===== src/rtl/muldiv_sequencer.sv =====
`default_nettype none
// +--------------------------------------------------------------------------+
// | muldiv_sequencer : iterative signed multiply (radix-2 Booth) and          |
// |                    restoring divide with its own sequencing FSM           |
// | Revision 1.0                                                             |
// +--------------------------------------------------------------------------+
module muldiv_sequencer #(
    parameter int WIDTH = 32
) (
    input  logic             clk,
    input  logic             reset,
    input  logic             start_mult,
    input  logic             start_div,
    input  logic [WIDTH-1:0] a,
    input  logic [WIDTH-1:0] b,
    output logic             busy,
    output logic             done,
    output logic             div0,
    output logic [WIDTH-1:0] hi,
    output logic [WIDTH-1:0] lo
);

    localparam int             c_CNT_W = $clog2(WIDTH) + 1;
    localparam logic [c_CNT_W-1:0] c_LAST = c_CNT_W'(WIDTH - 1);

    typedef enum logic [2:0] {
        S_IDLE = 3'd0,
        S_MULT = 3'd1,
        S_DIV  = 3'd2,
        S_FIX  = 3'd3,
        S_DONE = 3'd4
    } state_t;

    state_t               r_state, w_next;
    logic [c_CNT_W-1:0]   r_cnt;
    logic [WIDTH:0]       r_acc;      // Booth accumulator / partial remainder
    logic [WIDTH-1:0]     r_q;        // multiplier / dividend-then-quotient
    logic                 r_q1;
    logic [WIDTH-1:0]     r_m;        // multiplicand / divisor magnitude
    logic                 r_is_div;
    logic                 r_neg_q;
    logic                 r_neg_r;
    logic                 r_div0;
    logic [WIDTH-1:0]     r_hi;
    logic [WIDTH-1:0]     r_lo;

    logic                 w_ready;
    logic                 w_acc_mult;
    logic                 w_acc_div;
    logic                 w_div_zero;
    logic [WIDTH-1:0]     w_abs_a;
    logic [WIDTH-1:0]     w_abs_b;
    logic [WIDTH:0]       w_booth;
    logic [WIDTH:0]       w_div_shift;
    logic [WIDTH:0]       w_div_sub;
    logic                 w_div_ge;

    assign w_ready    = (r_state == S_IDLE) || (r_state == S_DONE);
    assign w_acc_mult = w_ready && start_mult;
    assign w_acc_div  = w_ready && !start_mult && start_div && (b != '0);
    assign w_div_zero = w_ready && !start_mult && start_div && (b == '0);

    assign w_abs_a = a[WIDTH-1] ? -a : a;
    assign w_abs_b = b[WIDTH-1] ? -b : b;

    always_comb begin
        w_booth = r_acc;
        case ({r_q[0], r_q1})
            2'b01:   w_booth = r_acc + {r_m[WIDTH-1], r_m};
            2'b10:   w_booth = r_acc - {r_m[WIDTH-1], r_m};
            default: w_booth = r_acc;
        endcase
    end

    // Remainder stays below the divisor, so WIDTH bits of r_acc suffice here.
    assign w_div_shift = {r_acc[WIDTH-1:0], r_q[WIDTH-1]};
    assign w_div_ge    = (w_div_shift >= {1'b0, r_m});
    assign w_div_sub   = w_div_shift - {1'b0, r_m};

    always_ff @(posedge clk) begin
        if (reset) r_state <= S_IDLE;
        else       r_state <= w_next;
    end

    always_comb begin
        w_next = r_state;
        case (r_state)
            S_IDLE, S_DONE: begin
                if (w_acc_mult)     w_next = S_MULT;
                else if (w_acc_div) w_next = S_DIV;
                else                w_next = S_IDLE;
            end
            S_MULT:  if (r_cnt == c_LAST) w_next = S_FIX;
            S_DIV:   if (r_cnt == c_LAST) w_next = S_FIX;
            S_FIX:   w_next = S_DONE;
            default: w_next = S_IDLE;
        endcase
    end

    always_ff @(posedge clk) begin
        if (reset) begin
            r_cnt    <= '0;
            r_acc    <= '0;
            r_q      <= '0;
            r_q1     <= 1'b0;
            r_m      <= '0;
            r_is_div <= 1'b0;
            r_neg_q  <= 1'b0;
            r_neg_r  <= 1'b0;
            r_div0   <= 1'b0;
            r_hi     <= '0;
            r_lo     <= '0;
        end else begin
            r_div0 <= w_div_zero;
            if (w_acc_mult) begin
                r_cnt    <= '0;
                r_acc    <= '0;
                r_q      <= a;
                r_q1     <= 1'b0;
                r_m      <= b;
                r_is_div <= 1'b0;
            end else if (w_acc_div) begin
                r_cnt    <= '0;
                r_acc    <= '0;
                r_q      <= w_abs_a;
                r_m      <= w_abs_b;
                r_is_div <= 1'b1;
                r_neg_q  <= a[WIDTH-1] ^ b[WIDTH-1];
                r_neg_r  <= a[WIDTH-1];
            end else begin
                case (r_state)
                    S_MULT: begin
                        r_acc <= {w_booth[WIDTH], w_booth[WIDTH:1]};
                        r_q   <= {w_booth[0], r_q[WIDTH-1:1]};
                        r_q1  <= r_q[0];
                        r_cnt <= r_cnt + 1'b1;
                    end
                    S_DIV: begin
                        r_acc <= w_div_ge ? w_div_sub : w_div_shift;
                        r_q   <= {r_q[WIDTH-2:0], w_div_ge};
                        r_cnt <= r_cnt + 1'b1;
                    end
                    S_FIX: begin
                        if (r_is_div) begin
                            r_lo <= r_neg_q ? -r_q : r_q;
                            r_hi <= r_neg_r ? -r_acc[WIDTH-1:0] : r_acc[WIDTH-1:0];
                        end else begin
                            r_lo <= r_q;
                            r_hi <= r_acc[WIDTH-1:0];
                        end
                    end
                    default: ;
                endcase
            end
        end
    end

    assign busy = (r_state == S_MULT) || (r_state == S_DIV) || (r_state == S_FIX);
    assign done = (r_state == S_DONE);
    assign div0 = r_div0;
    assign hi   = r_hi;
    assign lo   = r_lo;

endmodule
`default_nettype wire

===== config.mk =====
export PLATFORM = sky130hd
export DESIGN_NAME = muldiv_sequencer
export DESIGN_NICKNAME = d
export VERILOG_FILES = /design/src/rtl/muldiv_sequencer.sv
export SDC_FILE = /design/constraint.sdc
export NUM_CORES = 1
export LEC_CHECK = 0
export CAP_MARGIN = 20
export CORE_MARGIN = 2
export CORE_UTILIZATION = 38
export CTS_BUF_LIST = sky130_fd_sc_hd__clkbuf_2 sky130_fd_sc_hd__clkbuf_4 sky130_fd_sc_hd__clkbuf_8
export DETAILED_ROUTE_END_ITERATION = 8
export HOLD_SLACK_MARGIN = 0.03
export PLACE_DENSITY = 0.67
export SYNTH_ARGS = -nofsm -noshare
export SYNTH_HDL_FRONTEND = slang
export SYNTH_SLANG_ARGS = --single-unit

===== constraint.sdc =====
create_clock -name clk -period 4.6 [get_ports clk]
set_clock_uncertainty 0.1 [all_clocks]
set_input_delay 0.92 -clock clk [delete_from_list [all_inputs] [get_ports clk]]
set_output_delay 0.92 -clock clk [all_outputs]
set_load 0.01 [all_outputs]

==> results.json <==
{
  "min_period_ns": 4.31,
  "place_hpwl_um": 35500,
  "crit_chain": "nor4_2 > nand3_1 > nor4_4 > a21oi_1 > xnor2_1 > ha_1 > and2_1 > o21ai_1 > nand2b_1 > or4_1 > or3_1 > mux2i_1 > a311oi_2 > o21a_1 > nor3_1 > a211oi_1",
  "synth.cell_area_um2": 14200,
  "multi_input_area_um2": 9980,
  "initial_core_util_pct": 38.7,
  "grt_first_pass_wirelength_um": 74000,
  "syn_avg_cell_area_um2": 7.53,
  "fmax_mhz": 232,
  "hold_viol_final": 0,
  "yosysTopAreaCellShare_pct": 24.6,
  "hp-class": "reg -> reg",
  "die_y_um": 198,
  "seqPwrFrac_pct": 30.7,
  "yosys_warnings": 0,
  "clock_sinks": 175,
  "drc_errors": 0,
  "die_w_um": 198,
  "initialDrtViolationCount": 1539,
  "ys_top_cells_by_area": "dfxtp_1, ha_1, xnor2_1",
  "routed_wl_um": 46900,
  "slowest_stage": "or4_1",
  "clk_latency_ns": 0.50,
  "pwr-share-clk_pct": 19.5,
  "htreeDepth": 4,
  "syn-instance-count": 1893,
  "final_max_slew_viol_count": 0,
  "drv_cap": 0,
  "grt_use_total_pct": 23.8,
  "antenna_cells": 0,
  "worst-path-max-fanout": 5,
  "period_share_pct": 93.7,
  "grt_pass1_vias": 13200,
  "core_um2": 36800,
  "clockBufferDepth": 2,
  "firstDrtPassIters": 6,
  "cts_buffers": 17,
  "regArea_um2": 3500,
  "rsz0062_at_grt": "no",
  "mostFrequentLayoutCells": "nor2_1, dfxtp_1, a21oi_1, nand2_1, clkdlybuf4s50_1",
  "wl_per_cell_um": 19.1,
  "pwr-share-comb_pct": 49.9,
  "grt_max_degree": 71,
  "final_util_pct": 44.9,
  "num_vias": 14600,
  "relSlewSlack_pct": 37.0,
  "fin_nets": 2112,
  "power_mw": 5.99,
  "p_sw_share_pct": 45.0,
  "via_per_inst": 5.96,
  "intPower_mw": 3.30,
  "synth_top_area_cell": "dfxtp_1",
  "ir_drop_mv": 0.181,
  "gp_congestion": 0.954,
  "critPathMaxStageDelay_ns": 0.49,
  "clk_pin_slew_worst_paths_ns": 0.10,
  "end_kind": "register",
  "ys_ff_latch": 175,
  "area_growth_pct": 16.0,
  "fin_area_um2": 16500,
  "cp.arrival_ns": 4.55,
  "required_ns": 4.85,
  "io_pins": 135,
  "num-fill-cells": 3710,
  "synth_top_flop_cell": "dfxtp_1",
  "cts_tree": "done",
  "io_buffers": 134,
  "root_buffer": "clkbuf_8",
  "placed_cell_area_um2": 16100,
  "syn_nets": 2034,
  "antenna_found_initial": 0,
  "synth-async-reset-ratio_pct": 0,
  "timing_worst_setup_path_type": "reg -> reg",
  "worstMarginPinSlew_ns": 0.943,
  "p_leak_nw": 6.04,
  "ys_seq_area_share_pct": 24.6,
  "die_area_um2": 39100,
  "grt_overflow": 0,
  "start_kind": "register",
  "yosys.cell_types.count": 86,
  "switchingPower_mw": 2.70,
  "synth_edf_count": 0,
  "mostFrequentLayoutCell": "nor2_1",
  "drive_above_1_share_pct": 7.36,
  "powerDensity_nw_per_um2": 363,
  "num_rows": 70,
  "status": "completed",
  "finalSetupViolCount": 0,
  "setup-tns-final_ns": 0,
  "ant_nets": 0
}
worst max-delay path, delay by kind of cell (launching register included):
kind,cells,cell delay (ns)
and+or+nand+nor,8,2.31
AOI/OAI and AO/OA,5,0.63
DFF,1,0.36
adders and majority gates,1,0.33
xor gates and xnor gates,1,0.25
muxes,1,0.18
cell families (layout without fill, tap and decap cells):
kind of cell | after synthesis | after routing | share of synthesized area [%]
adder cells (fa/ha/maj) | 73 | 73 | 6.52
AND/OR/NAND/NOR | 588 | 588 | 20.1
flip-flops | 175 | 175 | 24.6
AO/OA/AOI/OAI | 647 | 647 | 29.9
multiplexers | 32 | 32 | 2.29
buffers and inverters | 201 | 292 | 5.74
XOR/XNOR | 177 | 177 | 10.9
sequential cells by signal, summed over array words and instances (netlist names), 3 cells and up:
register / flops
hi: 32
lo: 32
r_m: 32
r_cnt: 6
r_q: 32
r_state: 3
r_acc: 33
metrics by stage:
step	hold WS [ns]	cells	worst slack, ns
after floorplan	0.345	1893	0.178
after global placement	0.361	2419	0.130
after detailed placement	0.376	2419	0.108
after CTS	0.389	2451	0.0690
after global routing	0.421	2452	0.00335
final	0.385	2452	0.292
power by group through the flow:
stage / logic (mW) / registers, mW / clock network, mW
finish: 2.99 / 1.84 / 1.17
global route: 3.25 / 1.86 / 1.26
CTS: 2.91 / 1.83 / 1.19
detailed placement: 2.90 / 1.86 / 0
global placement: 2.87 / 1.86 / 0
floorplan: 2.13 / 1.78 / 0
Yosys cell counts, drive strengths merged, types with 29 or more instances:
cell and instances:
xor2 77, nor2 207, a211oi 80, a21oi 170, nor4 29, or3 30, buf 34, o22ai 46
xnor2 100, clkbuf 100, o21ai 105, nand2 161, dfxtp 175, a21o 34, ha 71, o31ai 32
nor3 42, inv 66
metal layers:
metal	track usage [%]	vias to the layer above	wire length (um)
li1	-	7103	-
met1	36.0	6810	22700
met2	34.7	648	19400
met3	3.98	62	4080
met4	5.85	0	792
met5	0	-	0
final timing paths:
kind                  from        end  slack [ns]  cells after the start
setup / recovery   r_m[18]  r_acc[32]        0.29                     16
hold / removal    r_cnt[1]   r_cnt[1]        0.39                      2
setup reg to reg   r_m[18]  r_acc[32]        0.29                     16
hold reg to reg   r_cnt[1]   r_cnt[1]        0.39                      2
final cells by class:
| cell class | count | share of cell area, % |
|---|---|---|
| well taps | 468 | 3.54 |
| flip-flops and latches | 175 | 21.2 |
| clock inverters | 14 | 1.01 |
| multi-input cells | 1517 | 60.4 |
| repair buffers | 193 | 10.9 |
| clock buffers | 18 | 1.50 |
| inverters | 67 | 1.52 |
what timing repair did:
item / 4_1_cts / 5_1_grt
hold buffers: 0 / 0
buffers inserted: 0 / 1
resized for setup: 0 / 8
endpoints found under the setup margin: 0 / 3
Note: power is estimated with default switching activity, not from simulation.
